--- src/rtl/up_counter.sv ---
// Run/pause up-counter, 0..16 count shown on a 16-LED thermometer bar, one step per TICK_DIV clocks.
// Define UP_COUNTER_WRAP_EN to wrap 16 -> 0 and keep running instead of stopping in the full state.
module up_counter #(
  parameter int unsigned TICK_DIV = 100000000
) (
  input  logic        clk,
  input  logic        rst,
  input  logic        start_pulse,
  input  logic        clr_pulse,
  output logic [15:0] led,
  output logic        full
);

  localparam int unsigned PW = (TICK_DIV > 2) ? $clog2(TICK_DIV) : 1;
  localparam logic [PW-1:0] PrescLast = PW'(TICK_DIV - 1);

  typedef enum logic [1:0] {StIdle, StRun, StPause, StFull} state_t;

  state_t        state_q, state_d;
  logic [PW-1:0] presc_q, presc_d;
  logic [4:0]    count_q, count_d;
  logic [15:0]   led_d;
  logic [16:0]   therm;
  logic          full_d;
  logic          tick;

  // The tick is combinational so the count, led and full all update on the edge that samples it.
  assign tick = (state_q == StRun) && (presc_q == PrescLast);

  always_comb begin
    state_d = state_q;
    presc_d = presc_q;
    count_d = count_q;
    if (clr_pulse) begin
      state_d = StIdle;
      presc_d = '0;
      count_d = 5'd0;
    end else begin
      unique case (state_q)
        StIdle: begin
          presc_d = '0;
          count_d = 5'd0;
          if (start_pulse) state_d = StRun;
        end
        StRun: begin
          if (tick) begin
            presc_d = '0;
`ifdef UP_COUNTER_WRAP_EN
            count_d = (count_q == 5'd16) ? 5'd0 : count_q + 5'd1;
            if (start_pulse) state_d = StPause;
`else
            count_d = count_q + 5'd1;
            if (count_d == 5'd16) state_d = StFull;
            else if (start_pulse) state_d = StPause;
`endif
          end else begin
            presc_d = presc_q + PW'(1);
            if (start_pulse) state_d = StPause;
          end
        end
        StPause: begin
          if (start_pulse) state_d = StRun;
        end
        StFull: begin
          presc_d = '0;
          count_d = 5'd16;
        end
        default: begin
          state_d = StIdle;
          presc_d = '0;
          count_d = 5'd0;
        end
      endcase
    end
  end

  always_comb begin
    therm  = (17'h1 << count_d) - 17'h1;
    led_d  = therm[15:0];
    full_d = (count_d == 5'd16);
  end

  always_ff @(posedge clk) begin
    if (rst) begin
      state_q <= StIdle;
      presc_q <= '0;
      count_q <= 5'd0;
      led     <= 16'h0000;
      full    <= 1'b0;
    end else begin
      state_q <= state_d;
      presc_q <= presc_d;
      count_q <= count_d;
      led     <= led_d;
      full    <= full_d;
    end
  end

endmodule

--- config.mk ---
export PLATFORM = sky130hd
export DESIGN_NAME = up_counter
export DESIGN_NICKNAME = d
export VERILOG_FILES = /design/src/rtl/up_counter.sv
export SDC_FILE = /design/constraint.sdc
export NUM_CORES = 1
export LEC_CHECK = 0
export CAP_MARGIN = 20
export CORE_AREA = 2 2 97 99
export DETAILED_ROUTE_END_ITERATION = 16
export DIE_AREA = 0 0 99 101
export PLACE_DENSITY = 0.45
export SYNTH_ARGS = -nofsm -noshare
export SYNTH_HDL_FRONTEND = slang
export SYNTH_SLANG_ARGS = --single-unit
--- constraint.sdc ---
create_clock -name clk -period 4.4 [get_ports clk]
set_input_delay 0.44 -clock clk [delete_from_list [all_inputs] [get_ports clk]]
set_output_delay 0.44 -clock clk [all_outputs]
set_load 0.02 [all_outputs]
==> impl_metrics.json, run 1 <==
{
  "slew_headroom": 0.582,
  "drtAntennaViolNets": 0,
  "synth_cell_types": 55,
  "critPathLaunchType": "register",
  "grt_pass1_vias": 2039,
  "p_sw_mw": 0.168,
  "antenna_found_initial": 0,
  "path_class": "register to register",
  "clkSinkCount": 51,
  "grt_pass1_wl_mm": 9.69,
  "worstMarginPinSlew_ns": 0.625,
  "synthTopCellsByArea": "dfxtp_1, nor2_1, xnor2_1",
  "finalNetCount": 332,
  "cap_violations": 0,
  "die_h_um": 101,
  "cp.required_ns": 4.61,
  "wl_per_cell_um": 13.2,
  "ctsHoldBuffers": 0,
  "p_clk_frac": 0.440,
  "clock.fmax_mhz": 286,
  "drt_iter0_markers": 107,
  "yosys_register_bits": 51,
  "core_mm2": 0.00898,
  "insertedDiodeCount": 0,
  "dpl_cell_area_mm2": 0.00290,
  "netlist_area_mm2": 0.00261,
  "grt_usage": 0.120,
  "syn_inst": 303,
  "grt_max_degree": 28,
  "ctsResizeCount": 0,
  "die_w_um": 99,
  "min_path_type": "register to register",
  "p_int_mw": 0.697,
  "slew_viol_final": 0,
  "end_kind": "register",
  "ys_warn_count": 0,
  "combPwrFrac": 0.024,
  "io_buffers": 20,
  "cts_tree": "yes",
  "cts_buffers": 5,
  "setup_viol": 0,
  "dp_hpwl_mm": 4.17,
  "drt-pass1-iter-count": 4,
  "syn2layout_area_growth_pct": 16.5,
  "pwr-share-seq": 0.536,
  "synthFlopType": "dfxtp_1",
  "finalHoldViolCount": 0,
  "fin_crit_ns": 3.50,
  "num_vias": 2140,
  "synth_top_area_frac": 0.392,
  "async_flop_share": 0,
  "crit_arrival_ns": 3.71,
  "overflow": 0,
  "status": "finished clean",
  "swShare": 0.194,
  "period_share": 0.795,
  "cts-root-buf": "clkbuf_8",
  "htree_levels": 2,
  "reg2reg_slack_ns": 0.90,
  "cts_setup_buffers": 0,
  "synth_commonest_cells": "dfxtp_1, nor2_1, nand2_1",
  "layout-drive-gt1-share": 0.0654,
  "p_leak_nw": 1.03,
  "routed_via_density": 4.95,
  "powerDensity_mw_per_mm2": 285,
  "synth_edf_count": 0,
  "ir_drop_v": 0.000138,
  "place.gp.congestion": 0.855,
  "drc": 0,
  "synth_top_area_cell": "dfxtp_1",
  "synth_fp_nets": 315,
  "path_max_fanout": 10,
  "dieArea_mm2": 0.0100,
  "cts.clk_slew.worst_paths_ns": 0.10,
  "tns_ns": 0,
  "worstSkewPairLatency_ns": 0.30,
  "syn_area_per_cell_um2": 8.61,
  "rows": 35,
  "final_area_mm2": 0.00304,
  "clock_path_buffers": 2,
  "initial_core_util": 0.290,
  "wirelength_mm": 5.69,
  "synth_seq_area_share": 0.392,
  "skew_ns": 0.0114,
  "rsz0062_at_grt": "false",
  "ios": 21
}
[cell usage in the layout (no fill, tap or decap), drive strengths merged, types with 2 or more instances in the layout]
master / instances
nor4b: 2
clkdlybuf4s50: 20
clkbuf: 6
nand2b: 6
nand3: 13
a31o: 2
a21oi: 12
and3: 5
nand2: 20
a21o: 2
ha: 8
bufinv: 2
nor3b: 2
xor2: 13
xnor2: 14
nor2: 51
o31ai: 2
or3: 2
nor4: 3
o21a: 3
nor3: 8
dfxtp: 51
nand4: 11
nor2b: 9
inv: 5
and4: 4
o32ai: 3
o21ai: 6
or2: 4
and2: 6
a31oi: 7
mux2i: 3
[path summary, 6_finish.rpt]
check | start | end | cells after the start
setup reg to reg | presc_q[0] | led[10] | 11
setup / recovery | presc_q[0] | led[10] | 11
hold / removal | presc_q[26] | presc_q[26] | 2
hold reg to reg | presc_q[26] | presc_q[26] | 2
[critical path, stage by stage, from the launching register on]
cell	delay, ns
dfxtp_1	0.38
ha_1	0.22
nand4_1	0.20
nor4_4	0.38
a2111oi_1	0.18
a311oi_2	0.55
and2_1	0.41
nand3_1	0.12
ha_1	0.28
nor2_1	0.28
a31oi_1	0.14
o32ai_1	0.25
[power by group through the flow]
stage               combinational [mW]  sequential (mW)  clock [mW]
finish                          0.0207            0.463       0.381
detailed placement              0.0206            0.474           0
global placement                0.0208            0.474           0
floorplan                       0.0138            0.474           0
CTS                             0.0207            0.463       0.396
global route                    0.0229            0.464       0.412
[stage by stage]
step / util / setup slack, ns / power (mW) / hold slack (ns) / instances
floorplan: - / 1.52 / 0.488 / 0.471 / 303
global placement: 0.323 / 0.985 / 0.495 / 0.486 / 424
detailed placement: 0.323 / 0.933 / 0.495 / 0.502 / 424
CTS: 0.338 / 0.917 / 0.880 / 0.529 / 432
global route: 0.338 / 0.549 / 0.899 / 0.577 / 432
finish: 0.338 / 0.902 / 0.865 / 0.518 / 432
[registers in the layout (all words and copies together), names as in the netlist]
| signal | flops |
|---|---|
| full | 1 |
| led | 16 |
| count_q | 5 |
| state_q | 2 |
| presc_q | 27 |
[layer usage]
layer  GRT usage  wire length, um
met4      0.0369               76
met1       0.150             2670
met5           0                0
met2       0.200             2740
met3      0.0340              209
[cells by family (layout without fill, tap and decap cells)]
family / after synthesis / in the layout / synth area share
buffers and inverters: 16 / 34 / 0.0264
multiplexers: 4 / 4 / 0.0158
AND/OR/NAND/NOR: 152 / 152 / 0.314
flip-flops: 51 / 51 / 0.392
AO/OA/AOI/OAI: 45 / 45 / 0.123
adder cells (fa/ha/maj): 8 / 8 / 0.0384
XOR/XNOR: 27 / 27 / 0.0907
[layout make-up]
class | count | area, um^2
inverter | 5 | 18.8
fill | 934 | 5940
clock inverter | 2 | 60.1
timing repair buffer | 21 | 208
multi-input combinational | 236 | 1520
tap | 111 | 139
clock buffer | 6 | 72.6
sequential | 51 | 1020
Note: power is estimated with default switching activity, not from simulation.
==> inputs of run 2 (changes only) <==
--- a/config.mk
+++ b/config.mk
@@ -9,7 +9,7 @@
 export CORE_AREA = 2 2 97 99
 export DETAILED_ROUTE_END_ITERATION = 16
 export DIE_AREA = 0 0 99 101
-export PLACE_DENSITY = 0.45
+export PLACE_DENSITY = 0.46
 export SYNTH_ARGS = -nofsm -noshare
 export SYNTH_HDL_FRONTEND = slang
 export SYNTH_SLANG_ARGS = --single-unit
==> constraint.sdc (replaced) <==
create_clock -name clk -period 3.1 [get_ports clk]
set_input_delay 0.31 -clock clk [delete_from_list [all_inputs] [get_ports clk]]
set_output_delay 0.31 -clock clk [all_outputs]
set_load 0.02 [all_outputs]
==> impl_metrics.json, run 2 (synthesized netlist as in run 1, its figures left out) <==
{
  "drtAntennaViolNets": 0,
  "worstSkewPairLatency_ns": 0.31,
  "crit_arrival_ns": 3.02,
  "path_cells": "ha_1 -> nand4_1 -> or4_1 -> o211ai_1 -> a31o_2 -> nand2_1 -> nor2_1 -> nand2_1 -> ha_2 -> nor2_4 -> a31oi_1 -> o32ai_1",
  "largest_register": "presc_q",
  "path_class": "register to register",
  "drc": 0,
  "r2r_cells": 12,
  "core_mm2": 0.00898,
  "ios": 21,
  "die_h_um": 101,
  "grt_pass1_wl_mm": 10.6,
  "grt_pass1_vias": 2200,
  "cp_common_cell": "nand2_1",
  "combPwrFrac": 0.027,
  "cp_slowest_stage_delay_ns": 0.47,
  "htree_levels": 2,
  "slew_viol_final": 0,
  "ctsResizeCount": 0,
  "p_clk_frac": 0.413,
  "path_max_fanout": 6,
  "reg_top3": "presc_q x27, led x16, count_q x5",
  "finalHoldViolCount": 0,
  "critPathBufInv": 0,
  "clock_path_buffers": 2,
  "io_buffers": 20,
  "cts-root-buf": "clkbuf_8",
  "status": "finished clean",
  "ctsHoldBuffers": 0,
  "clkSinkCount": 51,
  "dieArea_mm2": 0.0100,
  "cp.depth": 12,
  "p_int_mw": 0.912,
  "drt_iter0_markers": 78,
  "clock.fmax_mhz": 357,
  "grt_usage": 0.131,
  "cap_violations": 0,
  "wirelength_mm": 6.25,
  "worstMarginPinSlew_ns": 0.526,
  "swShare": 0.224,
  "layout-drive-gt1-share": 0.147,
  "mostFrequentLayoutCells": "dfxtp_1, nor2_1, buf_4",
  "syn2layout_area_growth_pct": 23.9,
  "tns_ns": 0,
  "rows": 35,
  "cts_tree": "yes",
  "p_leak_nw": 1.15,
  "end_kind": "register",
  "largest_reg_flops": 27,
  "min_path_type": "register to register",
  "p_sw_mw": 0.263,
  "overflow": 0,
  "crit_family": "simple AND/OR/NAND/NOR gates",
  "powerDensity_mw_per_mm2": 364,
  "critPathLaunchType": "register",
  "pwr-share-seq": 0.560,
  "layout_commonest_cell": "dfxtp_1",
  "num_vias": 2273,
  "cts.clk_slew.worst_paths_ns": 0.10,
  "initial_core_util": 0.290,
  "rsz0062_at_grt": "false",
  "drt-pass1-iter-count": 4,
  "dp_hpwl_mm": 4.61,
  "grt_max_degree": 28,
  "period_share": 0.903,
  "insertedDiodeCount": 0,
  "cp.required_ns": 3.32,
  "ir_drop_v": 0.000173,
  "cts_setup_buffers": 0,
  "wl_per_cell_um": 13.6,
  "finalNetCount": 358,
  "fin_crit_ns": 2.80,
  "die_w_um": 99,
  "place.gp.congestion": 0.832,
  "slew_headroom": 0.650,
  "skew_ns": 0.00936,
  "setup_viol": 0,
  "routed_via_density": 4.96,
  "holdPathStages": 2,
  "cp_slowest_cell": "or4_1",
  "cts_buffers": 5,
  "whs_ns": 0.536,
  "antenna_found_initial": 0
}
[run 2: cell count changes in the layout (fill, tap and decap cells not counted)]
cell,previous run,this run
clkbuf_1,1,0
bufinv_16,2,1
ha_1,8,7
nor2_1,51,50
nor4b_2,0,1
nor2_4,0,1
clkinvlp_4,0,1
ha_2,0,1
inv_6,0,1
buf_4,1,27
nor4b_1,2,1
[run 2: worst min-delay path, stage by stage, from the launching register on]
cell and delay (ns):
dfxtp_1 0.36, mux2i_1 0.08, nor2_1 0.07
[run 2: cell type report]
type | instances | area (um^2)
Inverter | 5 | 18.8
Sequential cell | 51 | 1020
Clock inverter | 3 | 46.3
Fill cell | 924 | 5750
Timing Repair Buffer | 47 | 403
Multi-Input combinational cell | 236 | 1530
Clock buffer | 5 | 68.8
Tap cell | 111 | 139
[run 2: worst paths after layout]
kind	startpoint	slack [ns]	end
hold reg to reg	presc_q[1]	0.54	presc_q[1]
setup reg to reg	presc_q[0]	0.30	led[10]
hold / removal	presc_q[1]	0.54	presc_q[1]
setup / recovery	presc_q[0]	0.30	led[10]
[run 2: per-layer routing]
layer,GRT usage,vias up,wire length [um]
met4,0.0443,0,97
met5,0,-,0
met3,0.0243,9,233
met1,0.169,1072,2920
met2,0.222,40,2990
li1,-,1152,-
[run 2: per-stage QoR]
step	total power, mW	worst slack (ns)	instance area, um^2	util	instances
CTS	1.20	0.0603	3210	0.358	458
global placement	0.706	0.189	3100	0.345	450
finish	1.18	0.300	3230	0.360	458
floorplan	0.692	0.221	2610	-	303
global route	1.22	0.0260	3230	0.360	458
detailed placement	0.705	0.110	3100	0.345	450
[run 2: power by group through the flow]
stage | Sequential, mW | Combinational (mW) | Clock [mW]
2_1_floorplan | 0.673 | 0.0196 | 0
3_3_place_gp | 0.673 | 0.0328 | 0
3_5_place_dp | 0.673 | 0.0324 | 0
4_1_cts | 0.658 | 0.0326 | 0.513
5_1_grt | 0.658 | 0.0361 | 0.529
6_report | 0.658 | 0.0321 | 0.486
